`src/rtl/readout_pkg.sv`:
```
// Shared types and constants for the register-bank readout path.
package readout_pkg;
  localparam int DATA_W      = 8;
  localparam int ADDR_W      = 2;
  localparam int NUM_REGS    = 4;
  localparam int BURST_BEATS = 4;

  typedef enum logic {IDLE, SEND} state_t;
endpackage

```
`src/rtl/readout_sel4.sv`:
```
// Combinational 4:1 select of the live register bank outputs by a 2-bit index.
module readout_sel4 #(
  parameter int DATA_W = readout_pkg::DATA_W
) (
  input  logic [DATA_W-1:0] reg0,
  input  logic [DATA_W-1:0] reg1,
  input  logic [DATA_W-1:0] reg2,
  input  logic [DATA_W-1:0] reg3,
  input  logic [1:0]        sel,
  output logic [DATA_W-1:0] data
);
  always_comb begin
    data = reg0;
    case (sel)
      2'd1:    data = reg1;
      2'd2:    data = reg2;
      2'd3:    data = reg3;
      default: data = reg0;
    endcase
  end
endmodule

```
`src/rtl/reg_readout.sv`:
```
// Read-side companion to the 4-entry register bank: single reads and 4-beat wrapping bursts.
// Optional even-parity output is compiled in with READOUT_PARITY_EN.
module reg_readout #(
  parameter int DATA_W   = 8,
  parameter int NUM_REGS = 4
) (
  input  logic                        clk,
  input  logic                        rst,
  input  logic [DATA_W-1:0]           reg0,
  input  logic [DATA_W-1:0]           reg1,
  input  logic [DATA_W-1:0]           reg2,
  input  logic [DATA_W-1:0]           reg3,
  input  logic                        req_valid,
  output logic                        req_ready,
  input  logic [$clog2(NUM_REGS)-1:0] req_addr,
  input  logic                        req_burst,
  output logic                        resp_valid,
  input  logic                        resp_ready,
  output logic [DATA_W-1:0]           resp_data,
  output logic [$clog2(NUM_REGS)-1:0] resp_addr,
  output logic                        resp_last
`ifdef READOUT_PARITY_EN
  ,
  output logic                        resp_parity
`endif
);
  import readout_pkg::*;

  localparam int IDX_W = $clog2(NUM_REGS);

  state_t            state_reg;
  logic [IDX_W-1:0]  beats_left_reg;
  logic [IDX_W-1:0]  sel_idx;
  logic [IDX_W-1:0]  next_addr;
  logic [DATA_W-1:0] sel_data;

  assign req_ready = (state_reg == IDLE);
  assign next_addr = resp_addr + IDX_W'(1);
  // One mux serves both the first load (request address) and every later beat.
  assign sel_idx   = (state_reg == IDLE) ? req_addr : next_addr;

  readout_sel4 #(.DATA_W(DATA_W)) u_sel (
    .reg0 (reg0),
    .reg1 (reg1),
    .reg2 (reg2),
    .reg3 (reg3),
    .sel  (sel_idx),
    .data (sel_data)
  );

  always_ff @(posedge clk) begin
    if (rst) begin
      state_reg      <= IDLE;
      resp_valid     <= 1'b0;
      resp_data      <= '0;
      resp_addr      <= '0;
      resp_last      <= 1'b0;
      beats_left_reg <= '0;
`ifdef READOUT_PARITY_EN
      resp_parity    <= 1'b0;
`endif
    end else begin
      case (state_reg)
        IDLE: begin
          if (req_valid) begin
            resp_data      <= sel_data;
            resp_addr      <= req_addr;
            beats_left_reg <= req_burst ? IDX_W'(BURST_BEATS - 1) : '0;
            resp_last      <= ~req_burst;
            resp_valid     <= 1'b1;
            state_reg      <= SEND;
`ifdef READOUT_PARITY_EN
            resp_parity    <= ^sel_data;
`endif
          end
        end
        SEND: begin
          if (resp_ready) begin
            if (resp_last) begin
              resp_valid <= 1'b0;
              resp_last  <= 1'b0;
              state_reg  <= IDLE;
            end else begin
              resp_addr      <= next_addr;
              resp_data      <= sel_data;
              beats_left_reg <= beats_left_reg - IDX_W'(1);
              resp_last      <= (beats_left_reg == IDX_W'(1));
`ifdef READOUT_PARITY_EN
              resp_parity    <= ^sel_data;
`endif
            end
          end
        end
        default: state_reg <= IDLE;
      endcase
    end
  end
endmodule

```
`config.mk`:
```
export PLATFORM = sky130hd
export DESIGN_NAME = reg_readout
export DESIGN_NICKNAME = d
export VERILOG_FILES = /design/src/rtl/readout_pkg.sv /design/src/rtl/readout_sel4.sv /design/src/rtl/reg_readout.sv
export SDC_FILE = /design/constraint.sdc
export NUM_CORES = 1
export LEC_CHECK = 0
export BUFFER_PORTS_ARGS = -buffer_cell sky130_fd_sc_hd__buf_2
export CORE_MARGIN = 2
export CORE_UTILIZATION = 40
export CTS_CLUSTER_DIAMETER = 200
export DETAILED_ROUTE_END_ITERATION = 8
export GPL_ROUTABILITY_DRIVEN = 1
export PLACE_DENSITY = 0.73
export SLEW_MARGIN = 40
export SYNTH_ARGS = -nofsm -noshare
export SYNTH_HDL_FRONTEND = slang
export SYNTH_SLANG_ARGS = --single-unit
```
`constraint.sdc`:
```
create_clock -name clk -period 1.98 [get_ports clk]
set_input_delay 0.099 -clock clk [delete_from_list [all_inputs] [get_ports clk]]
set_output_delay 0.099 -clock clk [all_outputs]
set_load 0.005 [all_outputs]
```
---- Word-level counts from Yosys, hierarchy flattened ----
Cells that the tools add are included.
storage, ports and cells
  output and inout bits ................... 13
  input port bits ......................... 39
  flip-flop bits (word level) ............. 15
operators by class
  bitwise logic cells ..................... 2
  $add $sub $neg .......................... 2
  reduce and logical (&&, ||, !) cells .... 3
  equal/unequal tests ..................... 8
  mux-type cells .......................... 27
operators with widths
  cell                 count
  $mux 8               3
  $pmux 8 s3           1
  $mux 2               8
  $pmux 8 s2           1
  $mux 1               9
  $ne 2x2->1 const B   4
  $pmux 2 s2           2
  $pmux 1 s2           3
  $reduce_and 3->1     2
  $eq 2x1->1 const B   2
  $eq 2x2->1 const B   2
  $add 2x1->2 const B  1
  $not 1->1            2
  $reduce_and 2->1     1
  $sub 2x1->2 const B  1

---- Logic depth before layout (Yosys ltp) ----
  depth in word-level cells ............... 7
  gate-level depth with buffers ........... 6

---- Hierarchy ----
A second synthesis with hierarchy kept.
second synthesis, totals
  cell total of the unflattened synthesis .. 89
  area, all modules ....................... 900.9 um2
by module, submodules not included
  module        area each (um2)  instances  cells each
  reg_readout   704.4            1          79
  readout_sel4  196.4            1          10

---- Worst setup path before layout ----
OpenSTA, ideal clock, no wires.
  kind .................................... reg-to-reg
  from .................................... reg resp_addr[0]
  to ...................................... reg resp_data[7]
  path slack .............................. 0.680 ns
  library setup time ...................... 0.130 ns
  data required time ...................... 1.850 ns
  arrival ................................. 1.170 ns
  stages on the path, launching flop included .. 5
  buffers on the path ..................... 0
  period minus slack after synthesis ...... 1.300 ns
  path through ............................ dfxtp_1 xnor2_1 a21oi_4 mux2i_1 o221ai_2
between the ends
  cells in the longest elaborated chain, start to end .. 7
ends and longest elaborated chain
  what                                             RTL line            text
  from (decl)                                      reg_readout.sv:20   output logic [$clog2(NUM_REGS)-1:0] resp_addr,
  from (signal assigned)                           reg_readout.sv:67   resp_addr <= req_addr;
  from (signal assigned)                           reg_readout.sv:84   resp_addr <= next_addr;
  $add 2x1->2 (*)                                  reg_readout.sv:38   assign next_addr = resp_addr + IDX_W'(1);
  $mux 2 (*)                                       reg_readout.sv:40   assign sel_idx = (state_reg == IDLE) ? req_addr : next_addr;
  $eq 2x2->1 / $eq 2x1->1 (equally long branches)  readout_sel4.sv:14  case (sel)
  $pmux 8 s3 (*)                                   readout_sel4.sv:14
  $mux 8                                           reg_readout.sv:79   if (resp_last) begin
  $mux 8                                           reg_readout.sv:78   if (resp_ready) begin
  $pmux 8 s2 (*)                                   reg_readout.sv:63   case (state_reg)
  to (signal assigned)                             reg_readout.sv:66   resp_data <= sel_data;
  to (signal assigned)                             reg_readout.sv:85   resp_data <= sel_data;
  to (decl)                                        reg_readout.sv:19   output logic [DATA_W-1:0] resp_data,
Mark *: on every way between the ends. The rest lies on a longest branch, timed or not. The select of a mux whose other input is x is not followed.
A chain may end at the register's enable or synchronous reset.

---- Worst setup path in the final report ----
  from .................................... reg state_reg
  to ...................................... reg resp_data[2]
between the ends
  cells in the longest elaborated chain, start to end .. 6
ends and longest elaborated chain
  what                                             RTL line            text
  from (decl)                                      reg_readout.sv:31   state_t state_reg;
  from (signal assigned)                           reg_readout.sv:53   state_reg <= IDLE;
  from (signal assigned)                           reg_readout.sv:71   state_reg <= SEND;
  from (signal assigned)                           reg_readout.sv:82   state_reg <= IDLE;
  $mux 2                                           reg_readout.sv:40
  $eq 2x2->1 / $eq 2x1->1 (equally long branches)  readout_sel4.sv:14
  $pmux 8 s3                                       readout_sel4.sv:14
  $mux 8                                           reg_readout.sv:79
  $mux 8                                           reg_readout.sv:78
  $pmux 8 s2                                       reg_readout.sv:63
Parallel ways exist; a longest one is shown, timed or not. The select of a mux whose other input is x is not followed.

==> results.yml <==
status:
  status: "finished, final reports clean"
sta:
  worst_slack_ns: 0.335
  tns_ns: 0
  skew_ns: 0.00123
  hold_violations: 0
  maxSlewHeadroom: 0.513
  worst_pin_slew_ns: 0.727
  max_freq_mhz: 608
  period_needed_ns: 1.64
  final_max_slew_viol_count: 0
  rsz0062_at_grt: "false"
  setup_viol: 0
  fin_crit_sh: 0.831
route:
  first_iter_violations: 17
  dr.pass1.iters: 4
  drt-total-wl_um: 2510
  final_antenna_net_count: 0
  drc: 0
  via_per_inst: 5.44
  via_count: 1022
  wl_per_cell_um: 13.4
logic_synthesis:
  synth_top_area_share: 0.325
  synth-seq-cells: 15
  synth.area.top_cells: "dfxtp_1, nand3_1, a32o_1"
  yosysTopAreaCell: "dfxtp_1"
  synth_warnings: 0
  synth-main-ff-cell: "dfxtp_1"
  synth.top_cells.by_count: "nand3_1, dfxtp_1, nor2_1"
  synth_top_family_by_area: "compound AO/OA/AOI/OAI gates"
  syn-mean-instance-area_um2: 8.63
  synth_most_common_cell: "nand3_1"
  synth_edf_count: 0
  synthAdderAreaFrac: 0.0136
  yosys.area_share.xor_xnor: 0.00949
  synthMuxAreaShare: 0.0108
  synth_seq_area_share: 0.325
  ys_types: 35
  synth_compound_area_frac: 0.335
  netlist_instances: 107
  yosys.area_share.simple: 0.253
  netlist_area_um2: 923
  synthArstFlopShare: 0
  syn_nets: 147
global_route:
  grt_max_degree: 13
  grt_pass1_vias: 861
  track_usage: 0.184
  grt_overflow: 0
  grt_first_pass_wirelength_um: 3770
  antenna_found_initial: 0
clock_network:
  numCtsBuffers: 3
  clock_sinks: 15
  cts_tree: "built"
  post_cts_resized: 0
  h-tree-depth: 1
  cts_setup_buffers: 0
  path_clk_slew_ns: 0.09
  clk_path_buf_depth: 2
  clk_latency_ns: 0.27
  postCtsHoldBufs: 0
  cts_root_buf: "clkbuf_4"
die:
  rows: 17
  die_w_um: 52.0
  initial_utilization: 0.421
  die_h_um: 52.0
  core_um2: 2190
  io-pin-count: 52
  dieArea_um2: 2710
setup_path:
  path_cells: "buf_4 > or2b_1 > nand2_2 > nor2_1 > a32o_1"
  cp.arrival_ns: 1.87
  slowest_stage: "dfxtp_1"
  cp_max_fo: 8
  slowest_delay_ns: 0.50
  r2r_cells: 5
  ff2ff_setup_slack_ns: 0.34
  cp-start-kind: "register"
  path_class: "reg2reg"
  required_ns: 2.20
  crit_path_end_kind: "register"
power:
  power_frac_seq: 0.454
  vdd_drop_max_mv: 0.470
  switchingPower_uw: 254
  combPwrFrac: 0.327
  p_sw_frac: 0.323
  p_leak_nw: 0.578
  p_per_area_nw_per_um2: 641
  p_int_uw: 534
  p_clk_frac: 0.219
place:
  port_buffers: 51
  routabilityCongestion: 0.805
  place_ws_ns: 0.360
  hpwl_um: 1990
cells_and_area:
  nets: 201
  drive_gt1_frac: 0.413
  areaGrowthSynthToFinish_pct: 33.2
  largest_reg_flops: 8
  n_antenna_cell: 0
min_path:
  hold_depth: 3
  hold_path.class: "in2reg"
job:
  maxCapViolations: 0
==> power groups by stage <==
stage / sequential, mW / combinational (mW) / clock [mW]
global placement: 0.362 / 0.254 / 0
global route: 0.363 / 0.284 / 0.197
detailed placement: 0.364 / 0.258 / 0
finish: 0.358 / 0.258 / 0.172
floorplan: 0.362 / 0.160 / 0
CTS: 0.357 / 0.259 / 0.177
==> worst max-delay path, delay by kind of cell (launching register included) <==
family	cells	cell delay (ns)
AOI/OAI and AO/OA	1	0.19
buffers and inverters	1	0.22
and+or+nand+nor	3	0.68
DFF	1	0.50
==> metrics by stage <==
stage | hold WS, ns | area, um^2 | util | total power, mW | std cells
after floorplan | 0.266 | 923 | - | 0.522 | 107
after global placement | 0.397 | 1200 | 0.549 | 0.617 | 184
after detailed placement | 0.402 | 1200 | 0.549 | 0.623 | 184
after CTS | 0.112 | 1230 | 0.561 | 0.794 | 188
after global routing | 0.123 | 1230 | 0.561 | 0.844 | 188
final | 0.115 | 1230 | 0.561 | 0.788 | 188
==> final timing paths <==
path                   to    startpoint
max reg2reg  resp_data[2]     state_reg
max          resp_data[2]     state_reg
min             resp_last     req_valid
min reg2reg  resp_data[0]  resp_data[0]
==> cell families (layout without fill, tap and decap cells) <==
group	Yosys count	in the layout
adders and majority gates	1	1
muxes	1	1
AOI/OAI and AO/OA	38	38
buffers and inverters	9	62
and+or+nand+nor	42	42
DFF	15	15
xor gates and xnor gates	1	1
==> layer usage <==
layer | track usage | part of all wire | vias up
met3 | 0.0345 | 0.072 | 2
met2 | 0.335 | 0.47 | 39
met5 | 0 | 0 | -
met4 | 0.0263 | 0.0024 | 0
met1 | 0.225 | 0.45 | 458
li1 | - | - | 523
==> cell usage in the layout (no fill, tap or decap), types with 2 or more instances in the layout <==
cell      instances
a311oi_1          3
buf_4             3
nand2b_1          3
nand3_1          16
o22a_1            7
buf_2            51
a21oi_1           4
nor2_1            8
clkbuf_4          3
nor3_1            2
inv_1             4
dfxtp_1          15
nand2_1           5
o21ai_0           7
a32o_1            7
==> final cells by class <==
type / instances / area (um^2)
Fill cell: 209 / 961
Sequential cell: 15 / 300
Clock buffer: 3 / 22.5
Timing Repair Buffer: 54 / 278
Inverter: 4 / 15.0
Clock inverter: 1 / 5.00
Multi-Input combinational cell: 83 / 574
Tap cell: 28 / 35.0
(Power assumes the default switching activity.)
